[src/rtl/key_search_scheduler.sv]
// Key search scheduler: hands out RC4 candidate keys to a pool of decryption
// cores with round-robin arbitration, tracks each core's outstanding key, and
// stops the search on the first found key or when the key range is used up.
module key_search_scheduler #(
  parameter int               NUM_CORES = 4,
  parameter int               KEY_W     = 24,
  parameter logic [KEY_W-1:0] KEY_FIRST = 24'h000000,
  parameter logic [KEY_W-1:0] KEY_LAST  = 24'h3FFFFF,
  localparam int              CW        = (NUM_CORES > 1) ? $clog2(NUM_CORES) : 1
) (
  input  logic                 clk,
  input  logic                 reset,
  input  logic                 start,
  input  logic [NUM_CORES-1:0] key_req,
  output logic [NUM_CORES-1:0] key_grant,
  output logic [KEY_W-1:0]     key_out,
  input  logic [NUM_CORES-1:0] core_done,
  input  logic [NUM_CORES-1:0] core_found,
  output logic                 abort,
  output logic                 busy,
  output logic                 found,
  output logic                 not_found,
  output logic [KEY_W-1:0]     found_key,
  output logic [CW-1:0]        found_core
);

  typedef enum logic [2:0] {
    S_IDLE,
    S_RUN,
    S_DRAIN,
    S_FOUND,
    S_EXHAUSTED
  } state_t;

  state_t               state_reg;
  // One extra bit so that a KEY_LAST of all-ones steps past the range
  // instead of wrapping back to zero.
  logic [KEY_W:0]       next_key_reg;
  logic [NUM_CORES-1:0] outstanding_reg;
  logic [CW-1:0]        ptr_reg;
  logic [KEY_W-1:0]     key_mem [NUM_CORES];

  logic [NUM_CORES-1:0] done_hit;
  logic [NUM_CORES-1:0] found_hit;
  logic [NUM_CORES-1:0] outstanding_after;
  logic [NUM_CORES-1:0] eligible;
  logic                 keys_left;
  logic                 last_key;

  // Done pulses only count for cores that actually hold a key; a core that
  // finishes this cycle may be handed a new key in the same cycle.
  assign done_hit          = core_done & outstanding_reg;
  assign found_hit         = done_hit & core_found;
  assign outstanding_after = outstanding_reg & ~done_hit;
  assign eligible          = key_req & ~outstanding_after;
  assign keys_left         = (next_key_reg <= {1'b0, KEY_LAST});
  assign last_key          = (next_key_reg >= {1'b0, KEY_LAST});

  logic          any_found;
  logic [CW-1:0] win_idx;

  // Lowest-indexed core reporting success wins a simultaneous find.
  always_comb begin
    any_found = 1'b0;
    win_idx   = '0;
    for (int i = NUM_CORES - 1; i >= 0; i--) begin
      if (found_hit[i]) begin
        any_found = 1'b1;
        win_idx   = CW'(i);
      end
    end
  end

  logic                 grant_any;
  logic [CW-1:0]        grant_idx;
  logic [NUM_CORES-1:0] grant_onehot;

  // Round-robin pick: first eligible core at or after the pointer.
  always_comb begin : rr_search
    int idx;
    idx       = 0;
    grant_any = 1'b0;
    grant_idx = '0;
    for (int k = 0; k < NUM_CORES; k++) begin
      idx = int'(ptr_reg) + k;
      if (idx >= NUM_CORES) idx = idx - NUM_CORES;
      if (!grant_any && eligible[idx]) begin
        grant_any = 1'b1;
        grant_idx = CW'(idx);
      end
    end
    grant_onehot = NUM_CORES'(1) << grant_idx;
  end

  // Search control FSM with registered outputs and per-core key records.
  always_ff @(posedge clk) begin
    if (reset) begin
      state_reg       <= S_IDLE;
      next_key_reg    <= {1'b0, KEY_FIRST};
      outstanding_reg <= '0;
      ptr_reg         <= '0;
      key_grant       <= '0;
      key_out         <= '0;
      abort           <= 1'b0;
      busy            <= 1'b0;
      found           <= 1'b0;
      not_found       <= 1'b0;
      found_key       <= '0;
      found_core      <= '0;
    end else begin
      key_grant <= '0;
      case (state_reg)
        S_IDLE, S_FOUND, S_EXHAUSTED: begin
          if (start) begin
            state_reg       <= S_RUN;
            next_key_reg    <= {1'b0, KEY_FIRST};
            outstanding_reg <= '0;
            busy            <= 1'b1;
            abort           <= 1'b0;
            found           <= 1'b0;
            not_found       <= 1'b0;
          end
        end
        S_RUN, S_DRAIN: begin
          outstanding_reg <= outstanding_after;
          if (any_found) begin
            state_reg  <= S_FOUND;
            found      <= 1'b1;
            abort      <= 1'b1;
            busy       <= 1'b0;
            found_key  <= key_mem[win_idx];
            found_core <= win_idx;
          end else if (state_reg == S_RUN) begin
            if (grant_any && keys_left) begin
              key_grant          <= grant_onehot;
              key_out            <= next_key_reg[KEY_W-1:0];
              key_mem[grant_idx] <= next_key_reg[KEY_W-1:0];
              outstanding_reg    <= outstanding_after | grant_onehot;
              next_key_reg       <= next_key_reg + 1'b1;
              ptr_reg            <= (int'(grant_idx) == NUM_CORES - 1) ? '0 : CW'(grant_idx + 1'b1);
              if (last_key) state_reg <= S_DRAIN;
            end else if (!keys_left) begin
              state_reg <= S_DRAIN;
            end
          end else if (outstanding_after == '0) begin
            state_reg <= S_EXHAUSTED;
            not_found <= 1'b1;
            abort     <= 1'b1;
            busy      <= 1'b0;
          end
        end
        default: state_reg <= S_IDLE;
      endcase
    end
  end

endmodule

[config.mk]
export PLATFORM = sky130hd
export DESIGN_NAME = key_search_scheduler
export DESIGN_NICKNAME = d
export VERILOG_FILES = /design/src/rtl/key_search_scheduler.sv
export SDC_FILE = /design/constraint.sdc
export NUM_CORES = 1
export LEC_CHECK = 0
export CORE_ASPECT_RATIO = 0.6
export CORE_MARGIN = 2
export CORE_UTILIZATION = 51
export CTS_CLUSTER_DIAMETER = 150
export DETAILED_ROUTE_END_ITERATION = 16
export PLACE_DENSITY = 0.75
export SETUP_SLACK_MARGIN = 0.3
export SLEW_MARGIN = 15
export SYNTH_ARGS = -nofsm -noshare
export SYNTH_HDL_FRONTEND = slang
export SYNTH_SLANG_ARGS = --single-unit
[constraint.sdc]
create_clock -name clk -period 2.6 [get_ports clk]
set_clock_uncertainty 0.05 [all_clocks]
set_input_delay 0.39 -clock clk [delete_from_list [all_inputs] [get_ports clk]]
set_output_delay 0.39 -clock clk [all_outputs]
set_load 0.01 [all_outputs]
==> metrics.txt, run 1 <==
crit path from state_reg[1]; hold violation count in the final report 0; total power per unit cell area 785 mW/mm^2; overall die area roughly 0.016 sq mm; library cell used as clock root buffer clkbuf_16; Post-Place Worst Slack -154 ps; Post-Syn Area per Cell 11.7 sq um; cts bufs inserted 17; share of post-route cells with drive strength above 1 0.170; DR vias roughly 5600; number of core rows 34; starting density of the core 0.520; total buffers and inverters traversed by the critical path 1; WHS between 400 and 500 ps; number of nets in the final layout 782; weighted congestion reported at the end of routability-driven placement 0.911; Req. time, crit path approximately 2900 ps; count of input and output buffers 72; launch instance of the worst register-to-register path state_reg[1]; library cells used by synthesis 55; number of failing setup endpoints in the final timing report 0; first-pass GRT wire length 29300 um; Cell Chain, Critical Path and4b_1 -> a21o_1 -> a31oi_1 -> buf_4 -> or4_1 -> a21oi_1; TritonCTS clock tree built; Worst-Skew Late Latency 430 ps; clock sink total 188; area inside the core boundary 0.0145 sq mm; most frequent standard cell in the layout excluding fill and tap cells nand2_1; number of instances in the synthesized netlist about 650; GRT overflow 0; post-route DRC violation count 0; detailed-router iteration count before antenna repair 6; startpoint type of the worst setup path register; maximum clock path buffer count 2; Max Clock Freq 0.452 GHz; Post-DRT Antenna Nets 0; via count of the first global-routing pass 5614; Compound-Gate Fraction of Synth Area 0.122; Ys Warns 0; net count of the mapped netlist 665; count of antenna diodes in the layout 0; time the final worst path needs with I/O delays and setup 2210 ps; share of synthesized cell area in full adder, half adder and majority cells 0.00832; Post-synth EDFFs 96; area of the mapped netlist 0.00752 sq mm; class of the worst hold path reg -> reg; die height just under 100 um; iteration-0 DRC count of the detailed router 523; most common flop cell mapped by yosys edfxtp_1; number of antenna violations at the first check in global routing 0; P_leak around 3.4 nW; Period Utilization, post-route 0.850; number of ports placed on the die boundary between 70 and 80; share of the synthesized netlist area taken by xor and xnor gates 0; flip-flop and latch count after synthesis between 150 and 200; final routed wire length divided by cell count 19.2 um; clock-pin slew on the worst setup and hold paths 70 ps; sequential cell area fraction in the yosys report 0.629; crit path setup slack, layout 389 ps; number of flip-flops under the largest register name 96; DIE WIDTH 161 um; cell class contributing the biggest share of worst-path delay simple AND/OR/NAND/NOR gates; largest family of logic cells by synthesized area simple AND/OR/NAND/NOR gates; run status finished, final reports clean; detailed placer's ending HPWL 12400 um; highest fanout seen on the critical path 12; Max IR drop VDD 0.477 mV; Avg Vias per Cell roughly 5.8; arrival time at the worst endpoint 2510 ps; most frequent cells in the layout 101 x nand2_1, 96 x edfxtp_1, 81 x dfxtp_1; area overhead of the layout relative to synthesis 28.0%; transition time of the tightest slew-check pin 643 ps; max-cap violations 0; Critical Path Max Stage Delay 570 ps; Crit. End Element register; Max Transition Viols Final 0; Worst Hold Launch key_out[9]; Synth async-reset ratio 0; mux share of post-synthesis cell area 0.0639; Simple-Gate Fraction of Synth Area 0.147; setup repair after global routing missed its margin false; largest net degree at the start of global routing 30; gr usage total 0.241; Critical Setup Path Class reg -> reg; maximum level of the CTS H-tree 4; slowest stage cell on the critical path dfxtp_1; final wirelength 18700 um; relative max-transition margin 0.569
[repair_timing]
item                                    4_1_cts  5_1_grt
buffers inserted                              0        4
hold buffers                                  0        0
pin swaps                                     1        3
endpoints found under the setup margin      106      110
resized for setup                            16       18
[worst reg2reg max path: stages (launching register included)]
cell and delay (ps):
dfxtp_1 570, and4b_1 330, a21o_1 200, a31oi_1 110
buf_4 210, or4_1 490, a21oi_1 170
[synthesized netlist by cell type, drive strengths merged (2+ instances only)]
master	number	area share
nand2b	4	0.0033
clkbuf	26	0.013
o21ai	21	0.014
a211oi	4	0.0047
o21a	4	0.0040
o211ai	10	0.010
a22oi	4	0.0040
and3	18	0.015
nand4	9	0.0095
buf	11	0.012
mux2i	48	0.064
o31ai	4	0.0040
nor2	15	0.0075
nor4b	2	0.0023
or4	10	0.010
edfxtp	96	0.38
dfxtp	92	0.25
nor4	2	0.0017
and2	5	0.0042
nand2	101	0.050
o221ai	24	0.028
inv	12	0.0060
a21oi	51	0.034
a31oi	4	0.0033
nand3	24	0.016
nor3	8	0.0067
ha	5	0.0083
or3	13	0.012
and4	4	0.0053
[metal layers]
| layer | GRT usage | vias to the layer above | part of all wire |
|---|---|---|---|
| met1 | 0.330 | 2762 | 0.45 |
| met3 | 0.0459 | 22 | 0.063 |
| li1 | - | 2655 | - |
| met4 | 0.0797 | 0 | 0.017 |
| met2 | 0.391 | 210 | 0.47 |
| met5 | 0 | - | 0 |
[cell families (layout without fill, tap and decap cells)]
logic type                 count (synthesis)  after routing
adders and majority gates                  5              5
and+or+nand+nor                          218            218
muxes                                     48             48
buffers and inverters                     49            179
DFF                                      188            188
AOI/OAI and AO/OA                        137            137
[report_power, final]
group	total, mW	leakage (nW)	internal, mW	switching [mW]
logic	1.46	1.41	0.586	0.873
registers	3.44	1.73	3.28	0.156
clock network	2.66	0.292	1.52	1.13
[metrics by stage]
stage                      util  cell area (sq um)  power (mW)  std cells  setup TNS (ps)
final                     0.665               9620        7.55        973               0
after global routing      0.665               9620        7.82        973               0
after CTS                 0.659               9530        7.53        969               0
after detailed placement  0.616               8900        4.88        937          -11720
after global placement    0.616               8900        4.82        937           -4920
after floorplan               -               7530        4.26        645               0
[area by class of cell]
class | count | area (sq um)
fillers | 1061 | 4840
flip-flops and latches | 188 | 4750
multi-input cells | 408 | 2640
repair buffers | 135 | 1340
clock buffers | 19 | 433
well taps | 198 | 248
clock inverters | 13 | 163
inverters | 12 | 45.0
[path summary, 6_finish.rpt]
path                      end  slack, ps  depth (start not counted)
max          next_key_reg[20]        390                          6
min                key_out[9]        410                          2
max reg2reg  next_key_reg[20]        390                          6
min reg2reg        key_out[9]        410                          2
(Power assumes the default switching activity.)
==> run 2, diff against run 1 <==
Settings changed: HOLD_SLACK_MARGIN set to 0.15, MAX_ROUTING_LAYER set to met4.
==> run 2 against run 1 <==
- first-iteration DRC count grew 16%
- critical path depth is the same
- count of clock-buffer cells in the layout shrank 1
- largest power group unchanged
- highest routed layer unchanged
==> metrics.txt, run 2 (synthesized netlist as in run 1, its figures left out) <==
highest fanout seen on the critical path 5 (was 12); number of nets in the final layout 785 (was 782); total buffers and inverters traversed by the critical path 0 (was 1); Filler Cell Count 1036 (was 1061); class of the worst hold path reg -> reg (unchanged); share of total power in combinational logic 0.190 (was 0.193); first-pass GRT wire length 30000 um (was 29300 um); area inside the core boundary 0.0145 sq mm (unchanged); Power, Total 7.99 mW (was 7.55 mW); WHS 403 ps (was 405 ps); P_leak 3.49 nW (was 3.42 nW); die height 98.0 um (unchanged); part of the total power dissipated in the clock network 0.379 (was 0.352); setup repair after global routing missed its margin true (was false); TritonCTS clock tree built (unchanged); overall die area 0.0158 sq mm (unchanged); Max Clock Freq 0.438 GHz (was 0.452 GHz); Avg Vias per Cell 5.97 (was 5.81); Crit. End Element register (unchanged); clock sink total 188 (unchanged); cell class contributing the biggest share of worst-path delay compound AO/OA/AOI/OAI gates (was simple AND/OR/NAND/NOR gates); run status finished, final reports clean (unchanged); Post-DRT Antenna Nets 0 (unchanged); number of core rows 34 (unchanged); arrival time at the worst endpoint 2510 ps (about the same); cell count of the worst reg-to-reg path 6 (unchanged); slowest stage cell on the critical path o41ai_4 (was dfxtp_1); time the final worst path needs with I/O delays and setup 2280 ps (was 2210 ps); hold violation count in the final report 0 (unchanged); number of antenna violations at the first check in global routing 0 (unchanged); Max Transition Viols Final 0 (unchanged); library cell used as clock root buffer clkbuf_16 (unchanged); detailed placer's ending HPWL 12400 um (about the same); count of input and output buffers 72 (unchanged); gr usage total 0.255 (was 0.241); net switching component of the power 2.23 mW (was 2.16 mW); final routed wire length divided by cell count 19.7 um (was 19.2 um); DIE WIDTH 161 um (unchanged); startpoint type of the worst setup path register (unchanged); most frequent standard cell in the layout excluding fill and tap cells nand2_1 (unchanged); number of flip-flops under the largest register name 96 (unchanged); cts bufs inserted 17 (unchanged); Internal Power 5.76 mW (was 5.39 mW); relative max-transition margin 0.576 (was 0.569); Cell Chain, Critical Path nand4_1 -> or2_4 -> o41ai_4 -> a211oi_2 -> o311ai_0 -> o21ai_0 (was and4b_1 -> a21o_1 -> a31oi_1 -> buf_4 -> or4_1 -> a21oi_1); largest net degree at the start of global routing 50 (was 30); final wirelength 19300 um (was 18700 um); total power per unit cell area 819 mW/mm^2 (was 785 mW/mm^2); weighted congestion reported at the end of routability-driven placement 0.953 (was 0.911); number of ports placed on the die boundary 73 (unchanged); Critical Path Max Stage Delay 450 ps (was 570 ps); clock-pin slew on the worst setup and hold paths 70 ps (about the same); Placed Area 0.00889 sq mm (was 0.00890 sq mm); max-cap violations 0 (unchanged); post-route DRC violation count 0 (unchanged); iteration-0 DRC count of the detailed router 606 (was 523); Period Utilization, post-route 0.878 (was 0.850); share of post-route cells with drive strength above 1 0.179 (was 0.170); switching fraction of total power 0.280 (was 0.286); final non-filler cell area 0.00976 sq mm (was 0.00962 sq mm); Crit path depth 6 (unchanged); detailed-router iteration count before antenna repair 7 (was 6); Post-Route Setup TNS 0 ps (unchanged); hold path depth 2 (unchanged); count of antenna diodes in the layout 0 (unchanged); number of failing setup endpoints in the final timing report 0 (unchanged); area overhead of the layout relative to synthesis 29.8% (was 28.0%); Worst-Skew Late Latency 430 ps (about the same); most frequent cells in the layout 100 x nand2_1, 96 x edfxtp_1, 82 x dfxtp_1 (was 101 x nand2_1, 96 x edfxtp_1, 81 x dfxtp_1); via count of the first global-routing pass 5609 (was 5614); maximum level of the CTS H-tree 4 (unchanged); Critical Setup Path Class reg -> reg (unchanged); Post-Place Worst Slack -133 ps (was -154 ps); relative contribution of sequential cells to total power 0.431 (was 0.455); crit path setup slack, layout 317 ps (was 389 ps); Max IR drop VDD 0.623 mV (was 0.477 mV); transition time of the tightest slew-check pin 634 ps (was 643 ps); Req. time, crit path 2820 ps (was 2890 ps); GRT overflow 0 (unchanged); starting density of the core 0.520 (unchanged); DR vias 5831 (was 5649); maximum clock path buffer count 2 (unchanged)
[run 2: cell types whose count changed in the layout (fill, tap and decap cells not counted), moves of 2 or more]
| cell | delta |
|---|---|
| o21ai_1 | +2 |
| dfxtp_2 | -2 |
| o21ai_0 | -2 |
| clkinv_2 | -2 |
| bufinv_16 | +3 |
| buf_4 | +2 |
| clkbuf_1 | -2 |
[run 2: through the flow]
step,util,std cells
after floorplan,-,645
after global placement,0.615,937
after detailed placement,0.615,937
after CTS,0.664,969
after global routing,0.675,976
final,0.675,976
[run 2: area by class of cell]
type                    instances  area [sq um]  share of cell area
flip-flops and latches        188          4750               0.487
multi-input cells             408          2660               0.272
repair buffers                138          1370               0.140
clock buffers                  18           439              0.0450
clock inverters                14           250              0.0256
well taps                     198           248              0.0254
inverters                      12          45.0             0.00462
[run 2: final timing paths]
path | from | end | slack [ps]
worst max-delay path | next_key_reg[19] | state_reg[2] | 320
worst min-delay path | key_out[8] | key_out[8] | 400
worst max register to register | next_key_reg[19] | state_reg[2] | 320
worst min register to register | key_out[8] | key_out[8] | 400
[run 2: worst min-delay path: cells and delay by family, from the launching register on]
| kind | cells | cell delay [ps] |
|---|---|---|
| simple gates | 1 | 50 |
| compound gates | 1 | 50 |
| flops | 1 | 310 |
[run 2: repair_timing]
action | CTS | global route
buffers inserted | 0 | 7
setup endpoints to repair | 101 | 129
hold buffers | 0 | 0
gates resized for setup | 10 | 36
pin swaps | 1 | 9
[run 2: per-layer routing]
layer	part of all wire	vias up	track usage
li1	-	2664	-
met1	0.45	2837	0.349
met2	0.46	302	0.390
met3	0.081	28	0.0603
met4	0.012	0	0.0591
met5	0	-	-
[run 2: power by group through the flow]
stage / clock network, mW / registers [mW] / logic [mW]
floorplan: 0 / 3.44 / 0.822
global placement: 0 / 3.47 / 1.37
detailed placement: 0 / 3.48 / 1.41
CTS: 3.04 / 3.42 / 1.44
global route: 3.17 / 3.45 / 1.63
finish: 3.03 / 3.44 / 1.52
